File: config.mk
export PLATFORM = sky130hd
export DESIGN_NAME = dbus_sram_responder
export DESIGN_NICKNAME = d
export VERILOG_FILES = /design/src/rtl/dbus_sram_responder.sv
export SDC_FILE = /design/constraint.sdc
export NUM_CORES = 1
export LEC_CHECK = 0
export CORE_AREA = 2 2 110 90
export DETAILED_ROUTE_END_ITERATION = 16
export DIE_AREA = 0 0 112 92
export GPL_ROUTABILITY_DRIVEN = 0
export GPL_TIMING_DRIVEN = 0
export HOLD_SLACK_MARGIN = 0.06
export PLACE_DENSITY = 0.82
export SLEW_MARGIN = 0
export SYNTH_ARGS = -nofsm -noshare
export SYNTH_HDL_FRONTEND = slang
export SYNTH_SLANG_ARGS = --single-unit
export TNS_END_PERCENT = 10
File: constraint.sdc
create_clock -name clk -period 1.8 [get_ports clk]
set_input_delay 0.45 -clock clk [delete_from_list [all_inputs] [get_ports clk]]
set_output_delay 0.45 -clock clk [all_outputs]
set_load 0.02 [all_outputs]
File: src/rtl/dbus_sram_responder.sv
// Data-bus responder backed by a single-port SRAM: one transaction in flight,
// fixed latency of 3 + WAIT_CYCLES cycles from acceptance to data_ok.
module dbus_sram_responder #(
    parameter int unsigned AW          = 16,
    parameter int unsigned WAIT_CYCLES = 0
) (
    input  logic          clk,
    input  logic          reset,
    input  logic          req,
    input  logic          is_write,
    input  logic [31:0]   addr,
    input  logic [31:0]   data,
    input  logic [3:0]    write_en,
    input  logic [1:0]    size,
    input  logic          cache_op_req,
    output logic          addr_ok,
    output logic          data_ok,
    output logic [31:0]   rdata,
    output logic          sram_en,
    output logic [3:0]    sram_we,
    output logic [AW-1:0] sram_addr,
    output logic [31:0]   sram_wdata,
    input  logic [31:0]   sram_rdata
);

    localparam int unsigned CNT_W = 4;
    localparam logic [CNT_W-1:0] WAIT_INIT = CNT_W'(WAIT_CYCLES);

    typedef enum logic [1:0] {
        IDLE   = 2'd0,
        ACCESS = 2'd1,
        WAIT   = 2'd2,
        RESP   = 2'd3
    } state_e;

    state_e           state_q;
    logic [CNT_W-1:0] wait_cnt_q;
    logic             is_write_q;
    logic [31:0]      addr_q;
    logic [31:0]      data_q;
    logic [3:0]       write_en_q;
    logic [1:0]       size_q;
    logic             cache_op_q;
    logic [31:0]      rdata_q;
    logic             sram_en_q;
    logic [3:0]       sram_we_q;
    logic             data_ok_q;

    // Strobes are qualified by reset so a pending store is dropped in the reset cycle itself.
    assign addr_ok    = reset & req & (state_q == IDLE);
    assign data_ok    = reset & data_ok_q;
    assign sram_en    = reset & sram_en_q;
    assign sram_we    = sram_we_q & {4{reset}};
    assign sram_addr  = addr_q[AW+1:2];
    assign sram_wdata = data_q;
    assign rdata      = rdata_q;

    // size and the byte offset are carried through but never interpreted.
    logic unused_fields;
    assign unused_fields = ^{size_q, addr_q};

    always_ff @(posedge clk) begin
        if (!reset) begin
            state_q    <= IDLE;
            wait_cnt_q <= '0;
            is_write_q <= 1'b0;
            addr_q     <= '0;
            data_q     <= '0;
            write_en_q <= '0;
            size_q     <= '0;
            cache_op_q <= 1'b0;
            rdata_q    <= '0;
            sram_en_q  <= 1'b0;
            sram_we_q  <= '0;
            data_ok_q  <= 1'b0;
        end else begin
            case (state_q)
                IDLE: begin
                    if (req) begin
                        is_write_q <= is_write;
                        addr_q     <= addr;
                        data_q     <= data;
                        write_en_q <= write_en;
                        size_q     <= size;
                        cache_op_q <= cache_op_req;
                        sram_en_q  <= ~cache_op_req;
                        sram_we_q  <= (is_write && !cache_op_req) ? write_en : 4'b0000;
                        state_q    <= ACCESS;
                    end
                end
                ACCESS: begin
                    sram_en_q  <= 1'b0;
                    sram_we_q  <= 4'b0000;
                    wait_cnt_q <= WAIT_INIT;
                    state_q    <= WAIT;
                end
                WAIT: begin
                    // Counter still at its start value only on the first WAIT cycle.
                    if (wait_cnt_q == WAIT_INIT) begin
                        rdata_q <= (is_write_q || cache_op_q) ? 32'h0 : sram_rdata;
                    end
                    if (wait_cnt_q == '0) begin
                        data_ok_q <= 1'b1;
                        state_q   <= RESP;
                    end else begin
                        wait_cnt_q <= wait_cnt_q - CNT_W'(1);
                    end
                end
                RESP: begin
                    data_ok_q <= 1'b0;
                    state_q   <= IDLE;
                end
                default: state_q <= IDLE;
            endcase
        end
    end

endmodule

# Yosys cells after proc, flatten, opt, wreduce, memory -nomap -nowiden

Cells that the tools add are included.

Logic and storage cells: 50
Output and inout port bits: 87
Input bits: 107
Register bits: 96

Bitwise operators: 6
Multiplexer cells: 13
Reductions and logical operators: 14
Equality and inequality tests: 6
Add/subtract/negate cells: 1

Operators with widths:

| cell                                                                   | number |
|---|---|
| 32-bit 2-to-1 mux                                                      | 1 |
| 4-bit case mux with 2 select lines                                     | 2 |
| 4-bit 2-to-1 mux                                                       | 3 |
| 2-bit AND reduction                                                    | 6 |
| 2-bit case mux with 4 select lines                                     | 1 |
| 2-bit inequality test (second input constant)                          | 3 |
| 2-bit nonzero test                                                     | 3 |
| 1-bit bitwise AND                                                      | 4 |
| 4-bit bitwise AND                                                      | 1 |
| 2-bit equality test (second input constant)                            | 2 |
| 4-bit zero test                                                        | 1 |
| 2-bit 2-to-1 mux                                                       | 2 |
| 1-bit case mux with 2 select lines                                     | 2 |
| 4-bit by 1-bit subtractor with 4-bit output (second input constant)    | 1 |
| 2-bit by 1-bit equality test with 1-bit output (second input constant) | 1 |
| 2-bit zero test                                                        | 1 |
| 1-bit 2-to-1 mux                                                       | 2 |
| 1-bit logical AND                                                      | 1 |
| 1-bit zero test                                                        | 1 |
| 1-bit logical OR                                                       | 1 |
| 1-bit inverter                                                         | 1 |

# Longest topological paths before layout

Gate-level depths: netlist of run 1.

Depth in word-level cells: 5
Mapped depth: 8
Depth with buffers taken out: 5

# Worst setup path after synthesis of run 1

OpenSTA, ideal clock, no wires.

Path kind: register to register
Start: register state_q[0]
End: register data_ok_q
Cell stages (with the launch flop): 9
Required time: 1.683 ns
Path buffers: 3
Setup slack: 0.216 ns
Arrival time: 1.467 ns
Setup time: 0.117 ns
Clock period less this slack: 1.584 ns
Cells stage by stage: dfxtp_1 inv_1 ha_1 buf_4 and4bb_2 buf_2 buf_2 o211ai_1 nand2_1

Longest elaborated chain between the ends: 3
Elaborated cells between the ends (all ways): 6
Classes of those cells: 3 x eq/ne; 1 x mux; 2 x reduce/logical

Ends and longest elaborated chain:

| what                                                                  | RTL line | RTL |
|---|---|---|
| from (decl)                                                           | 36       | `state_e state_q;` |
| from (signal assigned)                                                | 64       | `state_q <= IDLE;` |
| from (signal assigned)                                                | 88       | `state_q <= ACCESS;` |
| from (signal assigned)                                                | 95       | `state_q <= WAIT;` |
| 2-bit equality test                                                   | 77       | `case (state_q)` |
| 2-bit inequality test (no line) or 2-bit nonzero test (tied branches) | --       |  |
| 2-bit AND reduction (no line)                                         | --       |  |
| to (signal assigned)                                                  | 75       | `data_ok_q <= 1'b0;` |
| to (signal assigned)                                                  | 103      | `data_ok_q <= 1'b1;` |
| to (signal assigned)                                                  | 110      | `data_ok_q <= 1'b0;` |
| to (decl)                                                             | 47       | `logic data_ok_q;` |

Parallel ways exist; a longest one is shown, timed or not.
A chain may end at the register's enable or synchronous reset.

# Worst setup path in the final report of run 1

Start: input port req
End: output port addr_ok

Longest elaborated chain between the ends: 2

Ends and longest elaborated chain:

| what                            | RTL line | RTL |
|---|---|---|
| from (decl)                     | 9        | `input logic req,` |
| 1-bit bitwise AND (2 in series) | 50       | `assign addr_ok = reset & req & (state_q == IDLE);` |
| to (decl)                       | 16       | `output logic addr_ok,` |

No other way between the ends.

==> results.yml, run 1 <==
run_status:
  outcome: "completed"
timing:
  min_period_ps: 1780
  final_hold_viol_count: 0
  worst_pin_slew_ps: 514
  fin_crit_sh_pct: 98.9
  finClkSkew_ps: 4.24
  setup_viol: 0
  rsz0062_at_grt: "yes"
  relSlewSlack_pct: 65.7
  max_freq_ghz: 0.562
  slew_violations: 0
power:
  power_density_nw_per_um2: 1190
  clkPwrFrac_pct: 28.3
  leakage_nw: 2.11
  internal_power_w: 0.00452
  switchingPower_w: 0.00229
  vdd_drop_max_uv: 715
  swShare_pct: 33.6
  p_seq_share_pct: 37.4
  p_comb_share_pct: 34.4
place:
  dpl.hpwl_um: 7570
  port_buffers: 175
  placed_cells: 729
synth:
  synth_cell_type_count: 32
  syn-cell-area_um2: 3510
  postSynthCellCount: 435
  synth.most_common_cell: "nand2_1"
  synthesis.nets: 548
  synth_edf_count: 0
  syn_avg_cell_area_um2: 8.07
  synth_top_cell_area_share_pct: 53.6
  ys_seq_area_share_pct: 53.6
  yosys_warnings: 0
  synth_top_cell_by_area: "dfxtp_1"
  yosys-top-cells-area: "dfxtp_1, nand2_1, a21oi_1"
  synthArstFlopShare_pct: 0
  ys_top_cells_by_count: "nand2_1, dfxtp_1, a21oi_1, nand3_1, clkbuf_1"
  ys_ff_latch: 94
  ys.flop_type: "dfxtp_1"
cts:
  path_clk_slew_ps: 70
  cts_tree: "built"
  clock_sinks: 94
  h-tree-depth: 3
  cts_root_buf: "clkbuf_16"
  cts_buffers: 9
  holdBufCountCts: 0
  max-clock-path-buffers: 2
  clk_latency_ps: 330
grt:
  grt_usage_pct: 19.7
  grt_pass1_wl_um: 16800
  grt-ovfl-total: 0
  antenna_found_initial: 0
  grt_max_degree: 18
  first_global_vias: 3582
drt:
  vias_per_cell: 4.82
  wire_per_inst_um: 13.6
  antenna_left: 0
  drtIter0Drc: 256
  wirelength_um: 10100
  drt_pass1_iterations: 4
  num_vias: 3581
  drc: 0
finish:
  num_antenna_cells: 0
  syn_to_final_growth_pct: 63.5
  instances_no_fill: 743
  layout.nets: 732
  final_layout_size_suffix_gt1_share_pct: 6.57
  fin_util_pct: 61.2
floorplan:
  pin_count: 194
  die_h_um: 92
  core_um2: 9370
  rows: 32
  start_util_pct: 37.5
  die-area_um2: 10300
  die_w_um: 112
min_path:
  whs_path_depth: 2
  worst_hold_path_type: "reg -> reg"
  worstHoldStart: "sram_wdata[1]"
  min_to: "sram_wdata[1]"
worst_setup_path:
  rr_endpoint: "wait_cnt_q[3]"
  reg2reg_from: "state_q[0]"
  end_kind: "output pin"
  reg2reg_slack_ps: 90
  path_max_fanout: 5
  path_class: "in -> out"
  reg2reg_depth: 6
  arrival_ps: 1330
  critPathRequiredTime_ps: 1350
  cp-start-kind: "input port"
flow_run:
  maxCapViolCount: 0
[worst max-delay path, stage by stage]
cell and delay [ps]:
clkdlybuf4s50_1 550, and3_1 190, buf_4 140
[registers in the layout, summed over array words and instances, names as in the netlist]
name,count
sram_we_q,4
data_ok_q,1
rdata,32
sram_wdata,32
wait_cnt_q,4
cache_op_q,1
addr_q,16
state_q,2
sram_en_q,1
is_write_q,1
[through the flow]
step / hold WS (ps) / total power [W] / instance area [µm²] / setup slack (ps) / setup TNS, ps
4_1_cts: 452 / 0.00684 / 5720 / 7.73 / 0
5_1_grt: 469 / 0.00721 / 5740 / -32.3 / -60.3
3_5_place_dp: 443 / 0.00489 / 5410 / -882 / -23010
2_1_floorplan: 427 / 0.00386 / 3510 / 216 / 0
6_report: 453 / 0.00682 / 5740 / 19.3 / 0
3_3_place_gp: 435 / 0.00483 / 5410 / -834 / -19030
[per-layer routing]
metal	track usage, %	share of wire (%)	vias to the layer above
met1	24.2	44	1634
met5	0	0	-
met4	5.18	1.3	0
li1	-	-	1811
met3	7.14	7.5	13
met2	32.9	47	123
[cell families (layout without fill, tap and decap cells)]
family	after synthesis	in the layout	share of synthesized area, %
adder cells (fa/ha/maj)	6	6	2.14
multiplexers	2	2	0.570
buffers and inverters	40	229	4.74
AO/OA/AOI/OAI	96	96	14.8
flip-flops	94	94	53.6
AND/OR/NAND/NOR	197	197	24.1
[power by group through the flow]
stage / sequential [W] / combinational (W) / clock, W
finish: 0.00255 / 0.00234 / 0.00193
global route: 0.00258 / 0.00257 / 0.00207
CTS: 0.00255 / 0.00231 / 0.00198
detailed placement: 0.00259 / 0.00230 / 0
global placement: 0.00258 / 0.00225 / 0
floorplan: 0.00290 / 0.000962 / 0
[how the worst max path moves through the flow]
| stage | slack, ps | startpoint | cells after the start | endpoint |
|---|---|---|---|---|
| 2_1_floorplan | 220 | state_q[0] | 8 | data_ok_q |
| 3_3_place_gp | -830 | reset | 4 | data_ok |
| 3_5_place_dp | -880 | reset | 4 | data_ok |
| 4_1_cts | 8 | state_q[0] | 8 | rdata[11] |
| 5_1_grt | -30 | state_q[0] | 6 | wait_cnt_q[3] |
| 6_report | 20 | req | 3 | addr_ok |
[layout by cell type (no fill, tap or decap), types with 3 or more instances in the layout]
cell               n
clkdlybuf4s50_1  166
a22o_1             3
clkbuf_16          9
ha_1               5
nand2_1          139
and2_1             7
a21oi_1           84
dlygate4sd2_1      3
buf_4              4
clkbuf_1          16
dfxtp_1           92
nand3_1           35
inv_1              6
buf_2              8
nor2_1             5
[what timing repair did]
action,in CTS,in global routing
gates resized for setup,26,15
gates cloned,0,0
setup buffers,0,0
endpoints found under the setup margin,38,36
[cell type report]
class                   count  area [µm²]
clock inverters             7        81.3
repair buffers            175        1740
inverters                   7        26.3
well taps                 119         149
clock buffers               9         225
plain buffers              31         154
fillers                   845        3630
flip-flops and latches     94        1880
multi-input cells         301        1480
Note: power is estimated with default switching activity, not from simulation.
==> inputs of run 2 (changes only) <==
--- a/config.mk
+++ b/config.mk
@@ -5,12 +5,12 @@
 export SDC_FILE = /design/constraint.sdc
 export NUM_CORES = 1
 export LEC_CHECK = 0
-export CORE_AREA = 2 2 110 90
+export CORE_AREA = 3 3 111 91
 export DETAILED_ROUTE_END_ITERATION = 16
-export DIE_AREA = 0 0 112 92
+export DIE_AREA = 0 0 114 94
 export GPL_ROUTABILITY_DRIVEN = 0
 export GPL_TIMING_DRIVEN = 0
-export HOLD_SLACK_MARGIN = 0.06
+export HOLD_SLACK_MARGIN = 0.08
 export PLACE_DENSITY = 0.82
 export SLEW_MARGIN = 0
 export SYNTH_ARGS = -nofsm -noshare
==> results.yml, run 2 (synthesis gave the netlist of run 1 again) <==
drt:
  antenna_left: 0
  drc: 0
  drt_pass1_iterations: 4
  wire_per_inst_um: 14.0
  num_vias: 3630
  vias_per_cell: 4.91
  drtIter0Drc: 213
  wirelength_um: 10300
worst_setup_path:
  critical_path.top_delay_family: "flip-flops"
  path_class: "reg -> out"
  rr_endpoint: "wait_cnt_q[3]"
  reg2reg_from: "state_q[0]"
  crit_buf_inv: 2
  critPathRequiredTime_ps: 1350
  critPathSlowestCell: "dfxtp_2"
  worstPathCellList: "inv_1, ha_4, and3_1, buf_4"
  critical_path_cell_count: 4
  path_max_fanout: 6
  arrival_ps: 1300
  worst_path_largest_cell_delay_ps: 360
  cp-start-kind: "register"
  end_kind: "output pin"
  reg2reg_depth: 6
  startpoint: "state_q[0]"
  reg2reg_slack_ps: 100
  crit_end: "addr_ok"
power:
  swShare_pct: 32.6
  internal_power_w: 0.00464
  vdd_drop_max_uv: 646
  leakage_nw: 2.18
  clkPwrFrac_pct: 28.8
  p_comb_share_pct: 34.1
  power.total_w: 0.00689
  p_seq_share_pct: 37.1
  power_density_nw_per_um2: 1190
  switchingPower_w: 0.00224
min_path:
  worst_hold_path_type: "reg -> reg"
timing:
  timing.hold.ws_ps: 449
  fin_crit_sh_pct: 97.3
  slew_violations: 0
  rsz0062_at_grt: "yes"
  max_freq_ghz: 0.571
  setup_tns_ps: 0
  relSlewSlack_pct: 64.7
  setup_viol: 0
  min_period_ps: 1750
  worst_pin_slew_ps: 515
  finClkSkew_ps: 7.15
  final_hold_viol_count: 0
cts:
  clk_latency_ps: 330
  cts_setup_buffers: 0
  path_clk_slew_ps: 60
  h-tree-depth: 3
  holdBufCountCts: 0
  cts_buffers: 9
  cts_tree: "built"
  max-clock-path-buffers: 2
  clock_sinks: 94
  cts_root_buf: "clkbuf_16"
place:
  port_buffers: 175
  dpl.hpwl_um: 7910
  placed_cells: 725
floorplan:
  pin_count: 194
  die_h_um: 94
  start_util_pct: 38.7
  core_um2: 9080
  die_w_um: 114
  rows: 31
  die-area_um2: 10700
finish:
  num_antenna_cells: 0
  final_cell_mix: "clkdlybuf4s50_1, nand2_1, dfxtp_1"
  instances_no_fill: 740
  fin_util_pct: 63.6
  layout.nets: 733
  mostFrequentLayoutCell: "clkdlybuf4s50_1"
  syn_to_final_growth_pct: 64.5
  final_layout_size_suffix_gt1_share_pct: 6.56
run_status:
  outcome: "completed"
grt:
  grt-ovfl-total: 0
  antenna_found_initial: 0
  grt_max_degree: 16
  grt_pass1_wl_um: 16700
  first_global_vias: 3595
  grt_usage_pct: 19.3
flow_run:
  maxCapViolCount: 0
==> run 2: cell types whose count changed in the layout (fill, tap and decap cells not counted), moves of 2 or more <==
cell	delta
clkdlybuf4s15_2	+2
inv_8	-2
clkbuf_1	+2
dlymetal6s2s_1	+4
clkdlybuf4s50_1	-4
==> run 2: cell type report <==
class                           instances  area [µm²]
Buffer                                 32         161
Clock buffer                           10         229
Clock inverter                          6        86.3
Fill cell                             781        3300
Inverter                                7        26.3
Multi-Input combinational cell        301        1480
Sequential cell                        94        1880
Tap cell                              115         144
Timing Repair Buffer                  175        1760
==> run 2: power by group through the flow <==
stage	Combinational [W]	Clock [W]	Sequential (W)
floorplan	0.000962	0	0.00290
global placement	0.00225	0	0.00258
detailed placement	0.00232	0	0.00259
CTS	0.00235	0.00203	0.00255
global route	0.00259	0.00212	0.00259
finish	0.00235	0.00198	0.00255
==> run 2: metrics by stage <==
stage | instance area [µm²] | worst slack [ps]
6_report | 5770 | 49.1
5_1_grt | 5770 | -37.6
4_1_cts | 5740 | 5.59
3_5_place_dp | 5410 | -856
3_3_place_gp | 5410 | -832
2_1_floorplan | 3510 | 216
==> run 2: metal layers <==
metal	track usage (%)	share of wire (%)
met5	0	0
met3	6.70	8.4
met4	6.33	1.4
met2	33.2	48
met1	22.3	42
==> run 2: how the worst min path moves through the flow <==
| stage | startpoint | cells past startpoint | endpoint |
|---|---|---|---|
| global route | rdata[16] | 2 | rdata[16] |
| floorplan | sram_we_q[3] | 2 | sram_we_q[3] |
| global placement | sram_we_q[3] | 2 | sram_we_q[3] |
| detailed placement | rdata[16] | 2 | rdata[16] |
| finish | rdata[16] | 2 | rdata[16] |
| CTS | rdata[16] | 2 | rdata[16] |
==> run 2: tightest hold or removal path: stages (launching register included) <==
cell and delay [ps]:
dfxtp_1 310, nand2_1 50, a21oi_1 50
==> run 2: timing repair <==
action                     CTS  global route
resized for setup           28            17
setup endpoints to repair   27            38
pin swaps                    0             1
==> inputs of run 3 (changes only) <==
==> constraint.sdc (replaced) <==
create_clock -name clk -period 1.8 [get_ports clk]
set_input_delay 0.45 -clock clk [delete_from_list [all_inputs] [get_ports clk]]
set_output_delay 0.45 -clock clk [all_outputs]
set_load 0.01 [all_outputs]
==> results.yml, run 3 (synthesis gave the netlist of run 1 again) <==
run_status:
  outcome: "completed"
finish:
  num_antenna_cells: 0
  layout.nets: 733
  syn_to_final_growth_pct: 64.1
  mostFrequentLayoutCell: "clkdlybuf4s50_1"
  final_layout_size_suffix_gt1_share_pct: 6.56
  final_cell_mix: "clkdlybuf4s50_1, nand2_1, dfxtp_1"
  fin_util_pct: 63.5
worst_setup_path:
  critPathSlowestCell: "dlygate4sd2_1"
  critical_path.top_delay_family: "buffers and inverters"
  rr_endpoint: "wait_cnt_q[3]"
  reg2reg_slack_ps: 100
  path_max_fanout: 10
  cp-start-kind: "input port"
  crit_buf_inv: 3
  reg2reg_from: "state_q[0]"
  arrival_ps: 1310
  critPathRequiredTime_ps: 1350
  end_kind: "output pin"
  path_class: "in -> out"
  reg2reg_depth: 6
  worst_path_largest_cell_delay_ps: 300
  worstPathCellList: "clkdlybuf4s15_2, clkbuf_8, and2_1, dlygate4sd2_1"
drt:
  drt_pass1_iterations: 4
  wirelength_um: 10300
  vias_per_cell: 4.90
  num_vias: 3625
  drtIter0Drc: 248
  antenna_left: 0
  wire_per_inst_um: 13.9
  drc: 0
cts:
  path_clk_slew_ps: 60
  cts_setup_buffers: 0
  max-clock-path-buffers: 2
  cts_tree: "built"
  cts_root_buf: "clkbuf_16"
  cts_buffers: 9
  clk_latency_ps: 330
  h-tree-depth: 3
  clock_sinks: 94
place:
  port_buffers: 175
  dpl.hpwl_um: 7910
min_path:
  whs_path_depth: 2
  min_to: "rdata[16]"
  worst_hold_path_type: "reg -> reg"
  worstHoldStart: "rdata[16]"
floorplan:
  start_util_pct: 38.7
  die_w_um: 114
  core_um2: 9080
  pin_count: 194
  die_h_um: 94
  rows: 31
  die-area_um2: 10700
power:
  vdd_drop_max_uv: 638
  leakage_nw: 2.12
  power_density_nw_per_um2: 1160
grt:
  grt_use_met2_pct: 33.0
  grt-ovfl-total: 0
  grt_max_degree: 16
  grt_usage_pct: 19.2
  grtUsageMet1_pct: 22.2
  first_global_vias: 3601
  antenna_found_initial: 0
  grt_busiest_layer: "met2"
  grt_util_met3_pct: 6.70
  grt_pass1_wl_um: 16700
timing:
  setup_viol: 0
  timing.hold.ws_ps: 450
  final_hold_viol_count: 0
  worst_pin_slew_ps: 485
  fin_crit_sh_pct: 98.1
  slew_violations: 0
  min_period_ps: 1760
  relSlewSlack_pct: 66.8
  max_freq_ghz: 0.567
  setup_tns_ps: 0
  finClkSkew_ps: 6.51
flow_run:
  maxCapViolCount: 0
run 3: cell types whose count changed in the layout (fill, tap and decap cells not counted), moves of 2 or more:
| cell | change |
|---|---|
| inv_1 | -2 |
| inv_2 | +2 |
| buf_4 | -2 |
| dlymetal6s2s_1 | -4 |
| dlygate4sd2_1 | +3 |
| buf_2 | +2 |
| clkdlybuf4s15_2 | -3 |
| clkdlybuf4s50_1 | +4 |
run 3: power by group:
part / internal (W) / switching [W]
Clock: 0.00121 / 0.000767
Combinational: 0.00104 / 0.00111
Sequential: 0.00239 / 0.000164
run 3: metal layers:
layer	part of all wire, %	vias to the layer above
li1	-	1806
met1	41	1672
met2	48	130
met3	8.7	17
met4	1.7	0
met5	0	-
run 3: tightest hold or removal path: stages, from the launching register on:
cell	delay, ps
dfxtp_1	300
nand2_1	50
a21oi_1	50
run 3: layout make-up:
class,count,area [µm²]
Fill cell,782,3320
Sequential cell,94,1890
Timing Repair Buffer,175,1740
Multi-Input combinational cell,301,1490
Clock buffer,10,229
Buffer,32,159
Tap cell,115,144
Clock inverter,6,86.3
Inverter,7,26.3
run 3: repair_timing:
action,4_1_cts,5_1_grt
hold buffers,0,0
gates resized for setup,20,17
pin swaps,0,2
endpoints found under the setup margin,27,27
run 3: how the worst max path moves through the flow:
stage	start	end	slack, ps	cells past startpoint
2_1_floorplan	state_q[0]	data_ok_q	220	8
3_3_place_gp	reset	data_ok	-760	4
3_5_place_dp	reset	data_ok	-790	4
4_1_cts	state_q[0]	addr_ok	-60	4
5_1_grt	state_q[0]	rdata[19]	-0.3	8
6_report	reset	data_ok	40	4
run 3: through the flow:
stage / cells / power (W) / instance area [µm²] / worst slack [ps]
2_1_floorplan: 435 / 0.00366 / 3510 / 216
3_3_place_gp: 725 / 0.00462 / 5410 / -764
3_5_place_dp: 725 / 0.00470 / 5410 / -789
4_1_cts: 741 / 0.00670 / 5730 / -64.1
5_1_grt: 740 / 0.00710 / 5760 / -0.308
6_report: 740 / 0.00669 / 5760 / 35.1
